--- config.mk ---
export PLATFORM = sky130hd
export DESIGN_NAME = npc_ctrl_flat
export DESIGN_NICKNAME = d
export VERILOG_FILES = /design/src/rtl/npc_ctrl_pkg.sv /design/src/rtl/npc_ctrl_if.sv /design/src/rtl/npc_ctrl_arb.sv /design/src/rtl/npc_ctrl.sv /design/src/flat_wrapper.sv
export SDC_FILE = /design/constraint.sdc
export NUM_CORES = 1
export LEC_CHECK = 0
export ABC_AREA = 1
export BUFFER_PORTS_ARGS = -buffer_cell sky130_fd_sc_hd__buf_2
export CAP_MARGIN = 20
export CORE_ASPECT_RATIO = 0.8
export CORE_UTILIZATION = 35
export DETAILED_ROUTE_END_ITERATION = 10
export SLEW_MARGIN = 15
export SYNTH_ARGS = -nofsm -noshare
export SYNTH_HDL_FRONTEND = slang
export SYNTH_SLANG_ARGS = --single-unit
export TNS_END_PERCENT = 100
--- constraint.sdc ---
create_clock -name clk -period 1.9 [get_ports clk]
set_input_delay 0 -clock clk [delete_from_list [all_inputs] [get_ports clk]]
set_output_delay 0 -clock clk [all_outputs]
set_load 0.01 [all_outputs]
--- src/rtl/npc_ctrl_pkg.sv ---
`default_nettype none
// ============================================================================
// Module      : npc_ctrl_pkg
// Description : Shared types and constants for the next-PC controller:
//               IFU select codes, controller state encoding, redirect ranks.
// Revision    : 1.0 - initial release
// ============================================================================
package npc_ctrl_pkg;

    // Select codes understood by the ifu next-PC mux
    typedef enum logic [1:0] {
        IFU_SEL_NORM       = 2'd0,
        IFU_SEL_RELATIVE   = 2'd1,
        IFU_SEL_IRRELATIVE = 2'd2,
        IFU_SEL_REGISTER   = 2'd3
    } ifu_sel_e;

    // Controller states
    typedef enum logic [1:0] {
        NPC_ST_BOOT  = 2'd0,
        NPC_ST_RUN   = 2'd1,
        NPC_ST_HOLD  = 2'd2,
        NPC_ST_FLUSH = 2'd3
    } npc_state_e;

    // Redirect ranks, higher value wins
    localparam logic [2:0] NPC_PRIO_NORM = 3'd0;
    localparam logic [2:0] NPC_PRIO_BR   = 3'd1;
    localparam logic [2:0] NPC_PRIO_J    = 3'd2;
    localparam logic [2:0] NPC_PRIO_JR   = 3'd3;
    localparam logic [2:0] NPC_PRIO_EXC  = 3'd4;

    // Rank of a buffered redirect. Exceptions are never buffered, so a
    // REGISTER select held in the pending slot is always a jr.
    function automatic logic [2:0] sel_rank(input ifu_sel_e sel);
        case (sel)
            IFU_SEL_RELATIVE:   sel_rank = NPC_PRIO_BR;
            IFU_SEL_IRRELATIVE: sel_rank = NPC_PRIO_J;
            IFU_SEL_REGISTER:   sel_rank = NPC_PRIO_JR;
            default:            sel_rank = NPC_PRIO_NORM;
        endcase
    endfunction

endpackage
`default_nettype wire

--- src/rtl/npc_ctrl_if.sv ---
`default_nettype none
// ============================================================================
// Module      : npc_ctrl_if
// Description : Redirect request / next-PC bundle between hazard+decode
//               logic (master) and the next-PC controller (slave).
// Revision    : 1.0 - initial release
// ============================================================================
interface npc_ctrl_if;
    import npc_ctrl_pkg::*;

    logic        stall;
    logic        br_take;
    logic        j_req;
    logic        jr_req;
    logic [31:0] jr_addr;
    logic        exc_req;
    ifu_sel_e    npc_sel;
    logic [31:0] npc;
    logic        pc_en;
    logic        flush;

    modport master (
        output stall, br_take, j_req, jr_req, jr_addr, exc_req,
        input  npc_sel, npc, pc_en, flush
    );

    modport slave (
        input  stall, br_take, j_req, jr_req, jr_addr, exc_req,
        output npc_sel, npc, pc_en, flush
    );

endinterface
`default_nettype wire

--- src/rtl/npc_ctrl_arb.sv ---
`default_nettype none
// ============================================================================
// Module      : npc_ctrl_arb
// Description : Combinational priority pick between the buffered redirect
//               and this cycle's requests. A new request replaces the
//               pending one only when strictly higher ranked.
// Revision    : 1.0 - initial release
// ============================================================================
module npc_ctrl_arb
    import npc_ctrl_pkg::*;
#(
    parameter logic [31:0] EXC_VECTOR = 32'h0000_4180
) (
    input  wire logic        i_pend_vld,
    input  wire ifu_sel_e    i_pend_sel,
    input  wire logic [31:0] i_pend_npc,
    input  wire logic        i_exc_req,
    input  wire logic        i_jr_req,
    input  wire logic [31:0] i_jr_addr,
    input  wire logic        i_j_req,
    input  wire logic        i_br_take,
    output ifu_sel_e         o_sel,
    output logic [31:0]      o_npc,
    output logic [2:0]       o_rank
);

    ifu_sel_e    w_new_sel;
    logic [31:0] w_new_npc;
    logic [2:0]  w_new_rank;
    logic [2:0]  w_pend_rank;

    // Fixed-priority pick among this cycle's requests
    always_comb begin
        w_new_sel  = IFU_SEL_NORM;
        w_new_npc  = 32'd0;
        w_new_rank = NPC_PRIO_NORM;
        if (i_exc_req) begin
            w_new_sel  = IFU_SEL_REGISTER;
            w_new_npc  = EXC_VECTOR;
            w_new_rank = NPC_PRIO_EXC;
        end else if (i_jr_req) begin
            w_new_sel  = IFU_SEL_REGISTER;
            w_new_npc  = i_jr_addr;
            w_new_rank = NPC_PRIO_JR;
        end else if (i_j_req) begin
            w_new_sel  = IFU_SEL_IRRELATIVE;
            w_new_rank = NPC_PRIO_J;
        end else if (i_br_take) begin
            w_new_sel  = IFU_SEL_RELATIVE;
            w_new_rank = NPC_PRIO_BR;
        end
    end

    assign w_pend_rank = i_pend_vld ? sel_rank(i_pend_sel) : NPC_PRIO_NORM;

    // Pending wins ties; new request wins only when strictly higher
    always_comb begin
        o_sel  = IFU_SEL_NORM;
        o_npc  = 32'd0;
        o_rank = NPC_PRIO_NORM;
        if (w_new_rank > w_pend_rank) begin
            o_sel  = w_new_sel;
            o_npc  = w_new_npc;
            o_rank = w_new_rank;
        end else if (i_pend_vld) begin
            o_sel  = i_pend_sel;
            o_npc  = (i_pend_sel == IFU_SEL_REGISTER) ? i_pend_npc : 32'd0;
            o_rank = w_pend_rank;
        end
    end

endmodule
`default_nettype wire

--- src/rtl/npc_ctrl.sv ---
`default_nettype none
// ============================================================================
// Module      : npc_ctrl
// Description : Next-PC controller. Arbitrates branch/jump/jr/exception
//               redirects into npc_sel/npc/pc_en for the ifu, buffers one
//               redirect across stalls, optionally squashes the fetch that
//               follows a redirect.
// Revision    : 1.0 - initial release
// ============================================================================
module npc_ctrl
    import npc_ctrl_pkg::*;
#(
    parameter logic [31:0] EXC_VECTOR = 32'h0000_4180,
    parameter int          DELAY_SLOT = 1
) (
    input  wire logic  clk,
    input  wire logic  reset,
    npc_ctrl_if.slave  bus
);

    localparam logic c_squash = (DELAY_SLOT == 0);

    npc_state_e  r_state;
    logic        r_pend_vld;
    ifu_sel_e    r_pend_sel;
    logic [31:0] r_pend_npc;
    logic        r_flush;

    ifu_sel_e    w_arb_sel;
    logic [31:0] w_arb_npc;
    logic [2:0]  w_arb_rank;
    ifu_sel_e    w_sel;
    logic [31:0] w_npc;
    logic        w_pc_en;
    logic        w_issue;
    logic        w_to_flush;

    npc_ctrl_arb #(
        .EXC_VECTOR (EXC_VECTOR)
    ) u_arb (
        .i_pend_vld (r_pend_vld),
        .i_pend_sel (r_pend_sel),
        .i_pend_npc (r_pend_npc),
        .i_exc_req  (bus.exc_req),
        .i_jr_req   (bus.jr_req),
        .i_jr_addr  (bus.jr_addr),
        .i_j_req    (bus.j_req),
        .i_br_take  (bus.br_take),
        .o_sel      (w_arb_sel),
        .o_npc      (w_arb_npc),
        .o_rank     (w_arb_rank)
    );

    // Output decode: issue the arbitrated redirect when the PC may advance;
    // an exception overrides stall everywhere except BOOT.
    always_comb begin
        w_sel   = IFU_SEL_NORM;
        w_npc   = 32'd0;
        w_pc_en = 1'b0;
        w_issue = 1'b0;
        case (r_state)
            NPC_ST_RUN, NPC_ST_HOLD: begin
                w_issue = bus.exc_req | ~bus.stall;
            end
            NPC_ST_FLUSH: begin
                // Squashed slot: only an exception may redirect
                w_issue = bus.exc_req;
                w_pc_en = ~bus.stall;
            end
            default: ;
        endcase
        if (w_issue) begin
            w_sel   = w_arb_sel;
            w_npc   = w_arb_npc;
            w_pc_en = 1'b1;
        end
    end

    assign w_to_flush = w_issue && (w_arb_sel != IFU_SEL_NORM) && c_squash;

    assign bus.npc_sel = w_sel;
    assign bus.npc     = w_npc;
    assign bus.pc_en   = w_pc_en;
    assign bus.flush   = r_flush;

    // State, pending redirect and flush registers
    always_ff @(posedge clk or negedge reset) begin
        if (!reset) begin
            r_state    <= NPC_ST_BOOT;
            r_pend_vld <= 1'b0;
            r_pend_sel <= IFU_SEL_NORM;
            r_pend_npc <= 32'd0;
            r_flush    <= 1'b0;
        end else begin
            r_flush <= w_to_flush;
            case (r_state)
                NPC_ST_BOOT: begin
                    r_state <= NPC_ST_RUN;
                end
                NPC_ST_RUN, NPC_ST_HOLD: begin
                    if (w_issue) begin
                        r_pend_vld <= 1'b0;
                        r_pend_sel <= IFU_SEL_NORM;
                        r_pend_npc <= 32'd0;
                        r_state    <= w_to_flush ? NPC_ST_FLUSH : NPC_ST_RUN;
                    end else if (w_arb_rank != NPC_PRIO_NORM) begin
                        r_pend_vld <= 1'b1;
                        r_pend_sel <= w_arb_sel;
                        r_pend_npc <= w_arb_npc;
                        r_state    <= NPC_ST_HOLD;
                    end
                end
                NPC_ST_FLUSH: begin
                    r_state <= w_to_flush ? NPC_ST_FLUSH : NPC_ST_RUN;
                end
                default: begin
                    r_state <= NPC_ST_BOOT;
                end
            endcase
        end
    end

endmodule
`default_nettype wire

--- src/flat_wrapper.sv ---
// flat-port wrapper written by rule: the top's interface ports become plain ports
module npc_ctrl_flat import npc_ctrl_pkg::*;
#(
    parameter logic [31:0] EXC_VECTOR = 32'h0000_4180,
    parameter int          DELAY_SLOT = 1
)
  (clk, reset, bus_stall, bus_br_take, bus_j_req, bus_jr_req, bus_jr_addr, bus_exc_req, bus_npc_sel, bus_npc, bus_pc_en, bus_flush);
  npc_ctrl_if bus_i ();
  input  wire logic clk;
  input  wire logic reset;
  input wire logic [$bits(bus_i.stall)-1:0] bus_stall;
  input wire logic [$bits(bus_i.br_take)-1:0] bus_br_take;
  input wire logic [$bits(bus_i.j_req)-1:0] bus_j_req;
  input wire logic [$bits(bus_i.jr_req)-1:0] bus_jr_req;
  input wire logic [$bits(bus_i.jr_addr)-1:0] bus_jr_addr;
  input wire logic [$bits(bus_i.exc_req)-1:0] bus_exc_req;
  output wire logic [$bits(bus_i.npc_sel)-1:0] bus_npc_sel;
  output wire logic [$bits(bus_i.npc)-1:0] bus_npc;
  output wire logic [$bits(bus_i.pc_en)-1:0] bus_pc_en;
  output wire logic [$bits(bus_i.flush)-1:0] bus_flush;
  assign bus_i.stall = bus_stall;
  assign bus_i.br_take = bus_br_take;
  assign bus_i.j_req = bus_j_req;
  assign bus_i.jr_req = bus_jr_req;
  assign bus_i.jr_addr = bus_jr_addr;
  assign bus_i.exc_req = bus_exc_req;
  assign bus_npc_sel = bus_i.npc_sel;
  assign bus_npc = bus_i.npc;
  assign bus_pc_en = bus_i.pc_en;
  assign bus_flush = bus_i.flush;
  npc_ctrl #(.EXC_VECTOR(EXC_VECTOR), .DELAY_SLOT(DELAY_SLOT)) u_core (.clk(clk), .reset(reset), .bus(bus_i));
endmodule
==> impl_results.md, run 1 <==
- Crit path launch type: flop
- Final Skew: 0.0105 ns
- Final Non-Filler Cells: 540
- Chip Width: around 97 µm
- Data arrival, critical path: approximately 2.3 ns
- Setup violations, final: 66
- Critical path class: reg -> reg
- Row count: 27
- Area delta synth->final: 54.6%
- Clk pin slew, worst setup/hold paths: around 0.090 ns
- Cell variety after synth: 25
- Final Hold Fails: 0
- Wire length after detailed routing: approximately 8 mm
- Status: finished with violations
- Layout cells sized above 1: 0.479
- Maxcap violations: 0
- Die footprint: between 0.007 and 0.008 mm²
- Slew Viols, Final: 0
- H-tree levels: 2
- Hold Path Class: in -> reg
- Die Span Y: roughly 80 µm
- Total Power: between 5 and 6 mW
- Total GRT Usage: 0.194
- Failing checks: setup timing
- # diodes: 0
- Fin crit share: 1.10
- Worst slew pin tran: approximately 0.9 ns
- Crit path max fanout: 7
- Worst Path Required: between 2 and 2.5 ns
- Pleak: between 2 and 2.5 nW
- Port Buffers: between 70 and 80
- DP Wirelength: between 4 and 5 mm
- Initial antenna violation count: 0
- Post-synthesis compound-gate area fraction: 0.0794
- RSZ-0062 raised after global routing: yes
- Initial Utilization: 0.364
- Warnings, synthesis: 0
- Worst Setup SP: u_core.r_pend_vld
- Filler cell count: approximately 640
- Post-synthesis adder-cell area fraction: 0.0198
- Pwr/cell area: around 1500 mW/mm²
- Post-route ant nets: 0
- Synth Area in Simple Gates: 0.400
- Mux cell area share after synthesis: 0
- Worst vdd ir: between 0.9 and 1 mV
- Synthesized flop and latch total: 37
- Slew HR: 0.415
- CTS tree: built
- Vias per cell: 5.09
- First-pass GRT wire length: approximately 12 mm
- Post-synthesis sequential area ratio: 0.367
- Final WS setup: -0.191 ns
- # IOs: between 70 and 80
- Setup crit end kind: flop
- DR DRC count: 0
- TritonRoute pass-1 iters: 4
- Worst-skew pair later-pin latency: 0.30 ns
- Routed WL per cell: around 15 µm
- Synthesized area per cell: between 7 and 8 µm²
- Root Driver: clkbuf_8
- Finished Core Util: 0.563
- Syn nets: ~400
- Syn Inst Count: 359
- Core box area: between 0.006 and 0.007 mm²
- XOR/XNOR share of the synthesized area: 0
- Hold_sp: bus_jr_addr[28]
- Largest net degree at the start of global routing: 38
- DRT iter0 DRCs: around 180
- Placed cell count: between 500 and 600
- GP Congestion: ~0.8
- Layout net count: just under 500
- Cts bufs inserted: 5
- Worst R2R Start: u_core.r_pend_vld
- Synthesized area: 0.00252 mm²
- Via count: around 2700
- TritonCTS Sinks: 37
- Fmax achieved: roughly 0.48 GHz
- Clock tree buffer depth: 2
- Min Tclk post-route: between 2 and 2.5 ns
- Total global routing overflow: 0
- Vias in the first global route: between 2000 and 3000
- Largest family of logic cells by synthesized area: simple AND/OR/NAND/NOR gates
[layout by cell type (no fill, tap or decap), types with 5 or more instances in the layout]
cell      instances
buf_2            68
nand2_1          51
inv_1            40
dfrtp_1          37
nand2_2          36
nand3_1          34
nand4_1          33
and2_1           20
buf_4            19
o21ai_2          15
o21ai_4          13
nand2_4          11
buf_6            10
nor2_1            9
and2_4            8
buf_12            7
clkbuf_8          5
[sequential cells by signal, summed over array words and instances, names as in the netlist]
name,flops
u_core.r_pend_npc,32
u_core.r_state,2
u_core.r_pend_sel,2
u_core.r_pend_vld,1
[where the power goes]
| group | switching [mW] | internal, mW |
|---|---|---|
| registers | 0.188 | 1.04 |
| clock network | 0.311 | 0.261 |
| logic | 2.25 | 1.67 |
| total | 2.75 | 2.98 |
[through the flow]
stage	instance area, µm²	TNS [ns]	hold WS, ns	setup WS [ns]
finish	3900	-8.92	0.0615	-0.191
global route	3900	-16.05	0.0757	-0.288
CTS	3390	-2.56	0.0566	-0.119
detailed placement	3010	0	0.166	0.0922
global placement	3010	0	0.155	0.115
floorplan	2520	0	-0.296	0.0386
[worst max-delay path, cell delays in order (launching register included)]
cell and delay (ns):
dfrtp_1 0.41, nand2_1 0.08, inv_2 0.05, ha_4 0.26, nand3_2 0.10, nand2_4 0.14
buf_6 0.14, inv_2 0.06, nand2_2 0.08, nand4_1 0.16, nand2_4 0.24, clkbuf_16 0.21
nand2_2 0.04, nand2_1 0.05
[cells in the mapped netlist (all sizes together)]
master,instances,area (µm²)
a21oi,5,28.8
ha,4,50.1
nor2,11,51.3
nand2,98,385
dfrtp,37,926
clkbuf,4,15.0
nand4,33,206
buf,22,144
o22ai,1,6.26
conb,1,3.75
o21ai,33,165
nand3,36,190
and2,28,175
inv,46,175
[worst paths after layout]
path                            cells after the start                    end  slack (ns)
worst max-delay path                               13  u_core.r_pend_npc[14]       -0.19
worst min-delay path                                5  u_core.r_pend_npc[28]        0.06
worst max register to register                     13  u_core.r_pend_npc[14]       -0.19
worst min register to register                      2   u_core.r_pend_npc[6]        0.48
max in group asynchronous                           2      u_core.r_state[0]        0.99
min in group asynchronous                           2  u_core.r_pend_npc[28]        0.36
[area by class of cell]
class / instances / area [µm²] / share of cell area
clock inverter: 3 / 21.3 / 0.00545
multi-input combinational: 250 / 1710 / 0.438
sequential: 37 / 926 / 0.237
timing repair buffer: 112 / 891 / 0.228
tap: 87 / 109 / 0.0279
inverter: 46 / 178 / 0.0456
clock buffer: 5 / 68.8 / 0.0176
[repair_timing]
action / CTS / global route
cloned: 2 / 8
gates resized for setup: 77 / 84
hold buffers: 1 / 0
endpoints found under the setup margin: 31 / 72
pin swaps: 14 / 26
endpoints found under the hold margin: 37 / 0
setup buffers: 8 / 5
[cell families (layout without fill, tap and decap cells)]
group / after synthesis / count (layout)
adders and majority gates: 4 / 4
DFF: 37 / 37
AOI/OAI and AO/OA: 39 / 39
other: 1 / 1
and+or+nand+nor: 206 / 206
buffers and inverters: 72 / 166
[per-layer routing]
metal,global-route usage,wire length [µm]
met1,0.260,3780
met2,0.323,3750
met3,0.0378,534
met4,0.0418,46
met5,0,0
No activity file was read; power rests on OpenSTA's default activity.
==> run 2: changes to the inputs <==
ABC_AREA = unset   (was 1)
==> run 2 against run 1 <==
Effect of this change:
- the run still ends with setup timing left
- cell area fell by 8.5%
- sequential power fell by 19%
- combinational power fell by 49%
- setup slack got worse by 0.11 ns
- routed wire length fell by 14%
- critical endpoint is now bus_npc[4]
- largest power group unchanged
- highest routed layer unchanged
==> impl_results.md, run 2 <==
- Seq pwr share: 0.282 (+0.067)
- Filler cell count: 461 (-28%)
- Status: finished with violations
- # IOs: 75 (unchanged)
- Cell variety after synth: 34 (+36%)
- Hold path cells: 3 (-2)
- Hold Path Class: in -> reg
- Initial antenna violation count: 0 (unchanged)
- Synthesized area: 0.00203 mm² (-19%)
- Final WS setup: -0.303 ns (-0.112 ns)
- Slew Viols, Final: 0 (unchanged)
- Synthesized area per cell: 9.92 µm² (+41%)
- Total global routing overflow: 0 (unchanged)
- Worst-skew pair later-pin latency: 0.29 ns (about the same)
- Fin crit share: 1.16 (+0.0590)
- Largest register by flop count: u_core.r_pend_npc
- Root Driver: clkbuf_8
- Failing checks: setup timing
- Clk pin slew, worst setup/hold paths: 0.07 ns (-0.02 ns)
- DR DRC count: 0 (unchanged)
- Vias per cell: 5.11 (+0.41%)
- Total GRT Usage: 0.223 (+0.0295)
- Regs by FF count: u_core.r_pend_npc (32), u_core.r_pend_sel (2), u_core.r_state (2)
- Crit path launch type: flop
- Largest net degree at the start of global routing: 30 (-21%)
- TritonRoute pass-1 iters: 4 (unchanged)
- Syn Inst Count: 205 (-43%)
- Cell Int Power: 2.14 mW (-28%)
- Crit path max fanout: 6 (-1)
- Die Span Y: 70.2 µm (-10%)
- Core box area: 0.00553 mm² (-20%)
- Chip Width: 87.2 µm (-10%)
- Synthesized flop and latch total: 37 (unchanged)
- Area contributors post-synth: dfrtp_1 46%, a22oi_1 11%, a22o_2 10%, nor2_1 7.2%, a22o_1 3.9%
- GP Congestion: 0.774 (-4.6%)
- Sw Pwr: 1.41 mW (-49%)
- Warnings, synthesis: 0 (unchanged)
- Pleak: 1.73 nW (-19%)
- Largest register FFs: 32 (unchanged)
- Finished Core Util: 0.646 (+0.0829)
- WL met2: 3.48 mm (-7.3%)
- Clock Power Share: 0.151 (+0.051)
- Final Hold Fails: 0 (unchanged)
- Syn nets: 248 (-38%)
- First-pass GRT wire length: 10.4 mm (-13%)
- # diodes: 0 (unchanged)
- Worst Path Required: 1.90 ns (-0.23 ns)
- Dominant synthesized flop cell: dfrtp_1
- Data arrival, critical path: 2.20 ns (-0.12 ns)
- Cts bufs inserted: 5 (unchanged)
- Commonest non-fill, non-tap cells in the layout: 74 x buf_2, 37 x dfrtp_1, 36 x nor2_1, 35 x buf_4, 30 x dlygate4sd3_1
- DP Wirelength: 4.12 mm (-9.1%)
- Count leader, synth: nor2_1
- Post-synth EDFFs: 0 (unchanged)
- Pwr/cell area: 995 mW/mm² (-32%)
- Total Power: 3.55 mW (-38%)
- Sw frac: 0.397 (-0.0835)
- Maxcap violations: 0 (unchanged)
- Asr flop ratio synth: 1.00 (unchanged)
- Vias in the first global route: 2147 (-15%)
- Instance area at placement: 0.00273 mm² (-9.3%)
- Wire length after detailed routing: 6.99 mm (-14%)
- RSZ-0062 raised after global routing: yes
- H-tree levels: 2 (unchanged)
- Post-synth top area share: 0.455 (+0.0883)
- Worst slack, placed: -0.108 ns (-0.200 ns)
- TritonCTS Sinks: 37 (unchanged)
- Post-route ant nets: 0 (unchanged)
- DR WL met3: 282 µm (-47%)
- Row count: 24 (-11%)
- Min Tclk post-route: 2.20 ns (+0.112 ns)
- Setup violations, final: 70 (+6.1%)
- Post-synth top area cell: dfrtp_1
- Critical path class: reg -> out
- CTS tree: built
- Layout net count: 393 (-21%)
- Setup TNS: -15.21 ns (-6.29 ns)
- Layout cells sized above 1: 0.567 (+0.0879)
- Top sig layer: met4
- R2r worst-path depth: 9 (-4)
- Worst vdd ir: 0.515 mV (-44%)
- DRT iter0 DRCs: 101 (-45%)
- Wl on met1: 3.21 mm (-15%)
- Post-synthesis sequential area ratio: 0.455 (+0.0883)
- Area delta synth->final: 75.6%
- Routed WL per cell: 16.3 µm (+8.3%)
- Initial Utilization: 0.368 (+0.00375)
- Comb pwr share: 0.566 (-0.119)
- Clock tree buffer depth: 2 (unchanged)
- Fmax achieved: 0.454 GHz (-5.1%)
- Final Cell Area: 0.00357 mm² (-8.5%)
- Most instantiated cells after synthesis: 39 x nor2_1, 37 x dfrtp_1, 29 x a22oi_1
- Final Skew: 0.00816 ns (-0.00233 ns)
- Port Buffers: 73 (unchanged)
- Setup crit end kind: output pin
- Via count: 2192 (-20%)
- Commonest non-fill, non-tap cell in the layout: buf_2
- Die footprint: 0.00612 mm² (-19%)
[run 2: stage by stage]
stage          hold WS [ns]  instances
3_3_place_gp         -0.138        369
4_1_cts              0.0515        425
6_report             0.0609        429
2_1_floorplan        -0.296        205
5_1_grt              0.0734        429
3_5_place_dp         -0.137        369
[run 2: area by class of cell]
cell class              instances  area [µm²]  area share
well taps                      78        97.6      0.0273
flip-flops and latches         37         926       0.259
clock buffers                   5        68.8      0.0193
clock inverters                 3        17.5     0.00491
repair buffers                156        1150       0.321
inverters                       4        15.0     0.00421
multi-input cells             146        1300       0.364
[run 2: power groups by stage]
stage / Sequential (mW) / Combinational [mW] / Clock (mW)
floorplan: 0.979 / 0.850 / 0
global placement: 0.995 / 1.41 / 0
detailed placement: 0.991 / 1.44 / 0
CTS: 0.987 / 1.83 / 0.542
global route: 1.02 / 2.13 / 0.580
finish: 1.00 / 2.01 / 0.537
[run 2: worst paths after layout]
kind                                    endpoint  slack (ns)            startpoint
setup / recovery                      bus_npc[4]       -0.30  u_core.r_pend_sel[1]
hold reg to reg             u_core.r_pend_npc[5]        0.51  u_core.r_pend_npc[5]
setup reg to reg            u_core.r_pend_npc[6]       -0.22  u_core.r_pend_sel[1]
min in group asynchronous   u_core.r_pend_npc[4]        0.10                 reset
hold / removal              u_core.r_pend_npc[8]        0.06        bus_jr_addr[8]
max in group asynchronous  u_core.r_pend_npc[10]        1.32                 reset
[run 2: kinds of logic after synthesis]
group,count (synthesis),synth area share
multiplexers,1,0.00492
adder cells (fa/ha/maj),4,0.0246
flip-flops,37,0.455
other,1,0.00184
AND/OR/NAND/NOR,57,0.125
buffers and inverters,22,0.0566
AO/OA/AOI/OAI,83,0.332
[run 2: metal layers]
| layer | global-route usage | up-vias |
|---|---|---|
| met4 | 0.0510 | 0 |
| met1 | 0.311 | 1066 |
| li1 | - | 1052 |
| met2 | 0.362 | 72 |
| met5 | 0 | - |
| met3 | 0.0390 | 2 |
[run 2: repair_timing]
| action | in CTS | in global routing |
|---|---|---|
| gates resized for setup | 43 | 26 |
| cloned | 5 | 1 |
| setup buffers | 13 | 3 |
| pin swaps | 22 | 19 |
| setup endpoints to repair | 68 | 72 |
| hold buffers | 30 | 0 |
| hold endpoints to repair | 66 | 0 |
[run 2: critical path, stage by stage (launching register included)]
cell and delay (ns):
dfrtp_1 0.41, nand2_2 0.10, ha_4 0.20, nor2b_4 0.12, o21a_4 0.19, buf_6 0.12
nor2_4 0.23, buf_6 0.17, a22oi_1 0.08, nor2_1 0.13, buf_2 0.15
